`src/rtl/adc_ltc2308_ctrl.sv`:
```
// LTC2308 serial master: one CONVST/shift/acquire frame per accepted request, results pipelined by one frame.
// Optional ADC_SCAN_EN adds i_scan_en for free-running channel 0..7 scanning.
module adc_ltc2308_ctrl #(
    parameter int unsigned CLK_DIV     = 2,
    parameter int unsigned CONV_CYCLES = 80,
    parameter int unsigned ACQ_CYCLES  = 12
) (
    input  logic        i_clk,
    input  logic        i_reset,
`ifdef ADC_SCAN_EN
    input  logic        i_scan_en,
`endif
    input  logic        i_req_valid,
    output logic        o_req_ready,
    input  logic [2:0]  i_req_ch,
    input  logic        i_req_uni,
    output logic        o_res_valid,
    output logic [11:0] o_res_data,
    output logic [2:0]  o_res_ch,
    output logic        o_adc_convst,
    output logic        o_adc_sck,
    output logic        o_adc_sdi,
    input  logic        i_adc_sdo
);

    localparam int unsigned CntMax0 = (CONV_CYCLES > ACQ_CYCLES) ? CONV_CYCLES : ACQ_CYCLES;
    localparam int unsigned CntMax  = (CntMax0 > CLK_DIV) ? CntMax0 : CLK_DIV;
    localparam int unsigned CntW    = $clog2(CntMax + 1);

    typedef enum logic [1:0] {StIdle, StConv, StShift, StAcq} state_t;

    state_t          r_state, w_state_n;
    logic [CntW-1:0] r_cnt, w_cnt_n;
    logic [3:0]      r_bit, w_bit_n;
    logic [5:0]      r_cfg, w_cfg_n;
    logic [2:0]      r_cur_ch, w_cur_ch_n;
    logic [2:0]      r_prev_ch, w_prev_ch_n;
    logic            r_prev_ok, w_prev_ok_n;
    logic [11:0]     r_shift, w_shift_n;
    logic            r_convst, w_convst_n;
    logic            r_sck, w_sck_n;
    logic            r_sdi, w_sdi_n;
    logic            r_res_valid, w_res_valid_n;
    logic [11:0]     r_res_data, w_res_data_n;
    logic [2:0]      r_res_ch, w_res_ch_n;
    logic            w_start;
    logic [2:0]      w_ch;

`ifdef ADC_SCAN_EN
    logic       r_scan_q, r_scan_first, w_scan_first_n;
    logic [2:0] r_scan_ptr, w_scan_ptr_n;
    logic       w_scan_rise, w_first;
    logic [2:0] w_ptr_eff;

    assign w_scan_rise = i_scan_en & ~r_scan_q;
    assign w_first     = w_scan_rise | r_scan_first;
    assign w_ptr_eff   = w_scan_rise ? 3'd0 : r_scan_ptr;
    assign o_req_ready = (r_state == StIdle) && !i_scan_en;
    assign w_start     = (r_state == StIdle) && (i_scan_en || i_req_valid);
    assign w_ch        = i_scan_en ? w_ptr_eff : i_req_ch;
`else
    assign o_req_ready = (r_state == StIdle);
    assign w_start     = (r_state == StIdle) && i_req_valid;
    assign w_ch        = i_req_ch;
`endif

    always_comb begin
        w_state_n     = r_state;
        w_cnt_n       = r_cnt;
        w_bit_n       = r_bit;
        w_cfg_n       = r_cfg;
        w_cur_ch_n    = r_cur_ch;
        w_prev_ch_n   = r_prev_ch;
        w_prev_ok_n   = r_prev_ok;
        w_shift_n     = r_shift;
        w_convst_n    = r_convst;
        w_sck_n       = r_sck;
        w_sdi_n       = r_sdi;
        w_res_valid_n = 1'b0;
        w_res_data_n  = r_res_data;
        w_res_ch_n    = r_res_ch;
`ifdef ADC_SCAN_EN
        w_scan_first_n = r_scan_first;
        w_scan_ptr_n   = r_scan_ptr;
`endif
        unique case (r_state)
            StIdle: begin
                if (w_start) begin
                    w_state_n  = StConv;
                    w_cnt_n    = CntW'(CONV_CYCLES - 1);
                    w_cfg_n    = {1'b1, w_ch[0], w_ch[2], w_ch[1], i_req_uni, 1'b0};
                    w_cur_ch_n = w_ch;
                    w_convst_n = 1'b1;
                end
            end
            StConv: begin
                if (r_cnt == '0) begin
                    w_state_n  = StShift;
                    w_convst_n = 1'b0;
                    w_sck_n    = 1'b0;
                    w_sdi_n    = r_cfg[5];
                    w_cfg_n    = {r_cfg[4:0], 1'b0};
                    w_bit_n    = 4'd0;
                    w_cnt_n    = CntW'(CLK_DIV - 1);
                end else begin
                    w_cnt_n = r_cnt - CntW'(1);
                end
            end
            StShift: begin
                if (r_cnt != '0) begin
                    w_cnt_n = r_cnt - CntW'(1);
                end else begin
                    w_cnt_n = CntW'(CLK_DIV - 1);
                    if (!r_sck) begin
                        w_sck_n   = 1'b1;
                        w_shift_n = {r_shift[10:0], i_adc_sdo};
                    end else begin
                        w_sck_n = 1'b0;
                        if (r_bit == 4'd11) begin
                            w_state_n     = StAcq;
                            w_cnt_n       = CntW'(ACQ_CYCLES - 1);
                            w_sdi_n       = 1'b0;
                            // This frame's data belongs to the previous frame's config.
                            w_res_valid_n = r_prev_ok;
                            if (r_prev_ok) begin
                                w_res_data_n = r_shift;
                                w_res_ch_n   = r_prev_ch;
                            end
                            w_prev_ch_n = r_cur_ch;
                            w_prev_ok_n = 1'b1;
                        end else begin
                            w_bit_n = r_bit + 4'd1;
                            w_sdi_n = r_cfg[5];
                            w_cfg_n = {r_cfg[4:0], 1'b0};
                        end
                    end
                end
            end
            StAcq: begin
                if (r_cnt == '0) begin
                    w_state_n = StIdle;
                end else begin
                    w_cnt_n = r_cnt - CntW'(1);
                end
            end
            default: w_state_n = StIdle;
        endcase
`ifdef ADC_SCAN_EN
        if (w_scan_rise) begin
            w_scan_first_n = 1'b1;
            w_scan_ptr_n   = 3'd0;
        end
        if (w_start && i_scan_en) begin
            w_scan_ptr_n   = w_ptr_eff + 3'd1;
            w_scan_first_n = 1'b0;
            if (w_first) w_prev_ok_n = 1'b0;
        end
`endif
    end

    always_ff @(posedge i_clk or posedge i_reset) begin
        if (i_reset) begin
            r_state     <= StIdle;
            r_cnt       <= '0;
            r_bit       <= 4'd0;
            r_cfg       <= 6'd0;
            r_cur_ch    <= 3'd0;
            r_prev_ch   <= 3'd0;
            r_prev_ok   <= 1'b0;
            r_shift     <= 12'd0;
            r_convst    <= 1'b0;
            r_sck       <= 1'b0;
            r_sdi       <= 1'b0;
            r_res_valid <= 1'b0;
            r_res_data  <= 12'd0;
            r_res_ch    <= 3'd0;
        end else begin
            r_state     <= w_state_n;
            r_cnt       <= w_cnt_n;
            r_bit       <= w_bit_n;
            r_cfg       <= w_cfg_n;
            r_cur_ch    <= w_cur_ch_n;
            r_prev_ch   <= w_prev_ch_n;
            r_prev_ok   <= w_prev_ok_n;
            r_shift     <= w_shift_n;
            r_convst    <= w_convst_n;
            r_sck       <= w_sck_n;
            r_sdi       <= w_sdi_n;
            r_res_valid <= w_res_valid_n;
            r_res_data  <= w_res_data_n;
            r_res_ch    <= w_res_ch_n;
        end
    end

`ifdef ADC_SCAN_EN
    always_ff @(posedge i_clk or posedge i_reset) begin
        if (i_reset) begin
            r_scan_q     <= 1'b0;
            r_scan_first <= 1'b0;
            r_scan_ptr   <= 3'd0;
        end else begin
            r_scan_q     <= i_scan_en;
            r_scan_first <= w_scan_first_n;
            r_scan_ptr   <= w_scan_ptr_n;
        end
    end
`endif

    assign o_res_valid  = r_res_valid;
    assign o_res_data   = r_res_data;
    assign o_res_ch     = r_res_ch;
    assign o_adc_convst = r_convst;
    assign o_adc_sck    = r_sck;
    assign o_adc_sdi    = r_sdi;

endmodule

```
`config.mk`:
```
export PLATFORM = sky130hd
export DESIGN_NAME = adc_ltc2308_ctrl
export DESIGN_NICKNAME = d
export VERILOG_FILES = /design/src/rtl/adc_ltc2308_ctrl.sv
export SDC_FILE = /design/constraint.sdc
export NUM_CORES = 1
export LEC_CHECK = 0
export ABC_AREA = 1
export ABC_CLOCK_PERIOD_IN_PS = 2800
export BUFFER_PORTS_ARGS = -buffer_cell sky130_fd_sc_hd__buf_2
export CORE_ASPECT_RATIO = 1.1
export CORE_MARGIN = 2
export CORE_UTILIZATION = 36
export DETAILED_ROUTE_END_ITERATION = 10
export GPL_TIMING_DRIVEN = 0
export PLACE_DENSITY_LB_ADDON = 0.1
export SLEW_MARGIN = 30
export SYNTH_ARGS = -nofsm -noshare
export SYNTH_HDL_FRONTEND = slang
export SYNTH_SLANG_ARGS = --single-unit
```
`constraint.sdc`:
```
create_clock -name i_clk -period 2.8 [get_ports i_clk]
set_input_delay 0.84 -clock i_clk [delete_from_list [all_inputs] [get_ports i_clk]]
set_output_delay 0.84 -clock i_clk [all_outputs]
set_load 0.05 [all_outputs]
```
# --- Word level (Yosys, flattened, before mapping) ---
# Cells that the tools add are included.
totals:
  ff_bits: 57
  inputBits: 8
classes:
  n_addsub: 2
  eq_ne: 12
  muxes: 40
  bitwise_logic: 2
  reduce_logical: 18
op_table:
  columns: ["cell", "count"]
  rows:
  - ["$mux W6", 5]
  - ["$mux W7", 4]
  - ["$pmux W7 S4", 1]
  - ["$mux W4", 6]
  - ["$pmux W6 S3", 1]
  - ["$ne A2 B2 Y1 const B", 7]
  - ["$mux W1", 12]
  - ["$mux W2", 6]
  - ["$reduce_and A6 Y1", 2]
  - ["$reduce_and A5 Y1", 2]
  - ["$reduce_and A3 Y1", 3]
  - ["$pmux W2 S4", 1]
  - ["$pmux W4 S2", 1]
  - ["$reduce_and A4 Y1", 2]
  - ["$logic_not A7 Y1", 1]
  - ["$reduce_bool A7 Y1", 1]
  - ["$sub A7 B1 Y7 const B", 1]
  - ["$pmux W1 S2", 3]
  - ["$add A4 B1 Y4 const B", 1]
  - ["$eq A2 B2 Y1 const B", 2]
  - ["$eq A4 B4 Y1 const B", 1]
  - ["$reduce_and A2 Y1", 2]
  - ["$reduce_bool A2 Y1", 2]
  - ["$reduce_bool A3 Y1", 1]
  - ["other kinds (5)", 6]

# --- Logic depth before layout (Yosys ltp) ---
depth:
  depth_word: 5
  ltp_mapped: 11
  mapped_depth_nobuf: 11

# --- Worst setup path after synthesis ---
# Ideal clock, no wire load.
synth_path:
  path_kind: "register to register"
  start: "reg r_state[0]"
  end: "reg r_cfg[1]"
  setup_ns: 0.066
  t_arrival_ns: 1.779
  required_time_ns: 2.734
  setup_slack_ns: 0.955
  stages_incl_launch_ff: 10
  synth_period_minus_slack_ns: 1.845
  path_cell_list: "dfrtp_1 > inv_1 > ha_1 > inv_1 > or2_1 > o21ai_0 > inv_2 > nand3_2 > nand2_1 > nand2_1"
synth_between:
  elab_chain_cells: 4
  word_cells_on_any_way: 12
  classes_between: "eq/ne: 7; mux: 1; reduce/logical: 4"
synth_lines:
  columns: ["element", "line_no", "source"]
  rows:
  - ["from (decl)", "32", "state_t r_state, w_state_n;"]
  - ["from (signal assigned)", "163", "r_state <= StIdle;"]
  - ["from (signal assigned)", "178", "r_state <= w_state_n;"]
  - ["$logic_not A2 Y1 (*)", null, null]
  - ["via o_req_ready", "14", "output logic o_req_ready,"]
  - ["$logic_and A1 B1 Y1", "63", "assign w_start = (r_state == StIdle) && i_req_valid;"]
  - ["$ne A2 B1 Y1 (no source line)", null, null]
  - ["$reduce_and A6 Y1 (no source line)", null, null]
  - ["to (signal assigned)", "181", "r_cfg <= w_cfg_n;"]
  - ["to (decl)", "35", "logic [5:0] r_cfg, w_cfg_n;"]
# The timed path passes the listed nets; every way through them passes the cells marked *.
# A chain may end at the register's enable or synchronous reset.

# --- Worst setup path after layout ---
layout_path:
  start: "reg r_state[0]"
  end: "out o_req_ready"
layout_between:
  elab_chain_cells: 1
layout_lines:
  columns: ["element", "line_no", "source"]
  rows:
  - ["$logic_not A2 Y1", "62", "assign o_req_ready = (r_state == StIdle);"]
  - ["to (decl)", "14", null]
# No other way between the ends.

==> results.toml <==
[setup_path]
path_class = "reg -> out"
required_ps = 1960
worstSetupEndpoint = "o_req_ready"
endpoint_kind = "primary output"
r2r_cells = 11
rr_endpoint = "r_cfg[2]$_DFFE_PP0P_"
reg2reg_from = "r_cnt[0]$_DFFE_PP0P_"
rrSetupSlack_ps = 900
worstSetupStartpoint = "r_state[0]$_DFFE_PP0P_"
cp_data_arrival_time_ps = 1430
startpoint_type = "register"
crit_fanout = 5

[floorplan]
dieArea_mm2 = 0.00840
coreArea_mm2 = 0.00747
die-width_um = 87.6
start_util_pct = 37.0
die_h_um = 95.9
rows = 33
io_pins = 28

[worst_hold_path]
hold_path_class = "in -> async"

[synthesis]
synth-seq-cells = 56
synth_compound_area_share_pct = 11.2
synth_top_area_cell = "dfrtp_1"
synth_edf_count = 0
synth_top_area_share_pct = 50.7
yosysSeqAreaShare_pct = 50.7
synth_warnings = 0
syn_area_per_cell_um2 = 8.43
synthFlopType = "dfrtp_1"
synth-xor-area-share_pct = 1.90
synthAdderAreaFrac_pct = 3.17
yosysMostFrequentCell = "nand2_1"
synth_area_leaders = "dfrtp_1 51%, nand2_1 11%, inv_1 8.5%, o21ai_1 3.8%, o21ai_0 3.3%"
syn_inst = 328
yosys.cell_types.count = 34
syn-num-nets = 343
async_flop_share_pct = 100
syn_area_mm2 = 0.00277
synth_common_cells = "82 x nand2_1, 63 x inv_1, 56 x dfrtp_1"
synthMuxAreaShare_pct = 0
synthSimpleGateAreaFrac_pct = 22.2
synth_top_family_by_area = "simple AND/OR/NAND/NOR gates"

[placed_design]
port_buffers = 27
dpl.hpwl_um = 3800
dpl_cell_area_mm2 = 0.00306
gp_congestion = 0.780

[drt]
drcViolationCount = 0
routed_wirelength_um = 5300
antenna_left = 0
drtPass1Iterations = 4
via_per_inst = 4.38
post_drt_wl_per_cell_um = 11.3
drt-initial-drc-count = 70
vias = 2049

[flow_run]
cap_violations = 0

[clock_tree]
clock_latency_ps = 310
numCtsBuffers = 5
cts_buffer_depth = 2
post_cts_buffers = 0
cts-htree-levels = 2
cts_resized = 0
tritoncts = "yes"
root_buffer = "clkbuf_8"
ctsHoldBuffers = 0
clk_pin_slew_ps = 100
cts.sinks = 56

[layout]
diodes = 0
syn_to_final_growth_pct = 13.4
postLayoutCoreUtil_pct = 42.0
post-route-cell-area_mm2 = 0.00314
fin_nets = 378
drive_gt1_share_pct = 15.4

[power]
p_per_area_mw_per_mm2 = 924
ir_worst_vdd_mv = 0.555
leakage_nw = 1.82

[sta]
setup_viol = 0
rsz0062_at_grt = "false"
drv_slew = 0
fin_crit_ps = 2270
hold_viol = 0
worst_pin_slew_ps = 347
max_freq_ghz = 0.440
skew_ps = 6.96
relSlewSlack_pct = 76.8
finalCritPeriodShare_pct = 81.2

[global_routing]
grt_pass1_wl_um = 9340
grtUsageTotal_pct = 14.2
grt_max_degree = 38
gr-total-overflow = 0
antenna_found_initial = 0
grt_pass1_vias = 1944

[outcome]
status = "finished clean"
worst max-delay path, cell delays in order (launching register included):
cell and delay (ps):
dfrtp_1 410, inv_1 110, ha_1 290, buf_2 310
cells in the final DEF, fill, tap and decap left out, types with 2 or more instances in the layout:
cell / count
dfrtp_1: 56
inv_1: 62
o21ai_1: 21
nor2_4: 2
nand4_1: 7
a21oi_1: 7
nor2_1: 16
ha_1: 7
inv_2: 3
nand2_4: 2
nand3_1: 14
buf_2: 29
buf_6: 3
xor2_1: 6
clkbuf_8: 5
nand2_1: 82
a22oi_1: 2
o21ai_0: 18
per-stage QoR:
stage | hold slack, ps | instances | setup TNS (ps) | setup WS (ps) | total power [mW]
finish | 472 | 468 | 0 | 528 | 2.90
global route | 488 | 468 | 0 | 479 | 3.18
CTS | 477 | 468 | 0 | 521 | 2.94
detailed placement | 459 | 461 | 0 | 885 | 2.49
global placement | 457 | 460 | -16410 | -297 | 2.48
floorplan | 442 | 328 | 0 | 589 | 2.21
layout make-up:
cell class	instances	area, um2
well taps	105	131
clock inverters	2	12.5
inverters	66	250
clock buffers	5	68.8
repair buffers	28	155
multi-input cells	199	1060
plain buffers	7	55.1
fillers	802	4340
flip-flops and latches	56	1400
worst min path at each step:
stage                          from                   end  slack [ps]  cells past startpoint
3_3_place_gp   r_cfg[4]$_DFFE_PP0P_  r_cfg[4]$_DFFE_PP0P_         460                      2
3_5_place_dp   r_cfg[1]$_DFFE_PP0P_  r_cfg[1]$_DFFE_PP0P_         460                      2
2_1_floorplan  r_cfg[4]$_DFFE_PP0P_  r_cfg[4]$_DFFE_PP0P_         440                      2
6_report                    i_reset  r_cnt[1]$_DFFE_PP0P_         470                      2
5_1_grt                     i_reset  r_cnt[5]$_DFFE_PP0P_         490                      2
4_1_cts                     i_reset  r_cnt[1]$_DFFE_PP0P_         480                      2
registers in the layout (all words and copies together) (netlist names):
| register | cells |
|---|---|
| r_cur_ch | 3 |
| o_adc_sdi | 1 |
| o_adc_convst | 1 |
| o_adc_sck | 1 |
| o_res_valid | 1 |
| r_prev_ch | 3 |
| r_shift | 12 |
| r_bit | 4 |
| r_state | 2 |
| r_cfg | 5 |
| o_res_data | 12 |
| r_prev_ok | 1 |
| o_res_ch | 3 |
| r_cnt | 7 |
power by group:
part	switching (mW)	leakage [nW]	total [mW]	internal [mW]
logic	0.857	1.04	1.28	0.422
registers	0.157	0.743	1.19	1.03
clock network	0.263	0.0400	0.433	0.170
total	1.28	1.82	2.90	1.62
kinds of logic after synthesis:
logic type,count (synthesis)
AOI/OAI and AO/OA,56
DFF,56
buffers and inverters,73
and+or+nand+nor,130
xor gates and xnor gates,6
adders and majority gates,7
per-layer routing:
layer / share of wire (%) / global-route usage, % / vias up
met5: 0 / 0 / -
met4: 1.3 / 5.00 / 0
met3: 2.6 / 3.09 / 5
met2: 45 / 22.7 / 23
met1: 51 / 19.0 / 935
li1: - / - / 1086
Power figures use the tool's default switching activity.
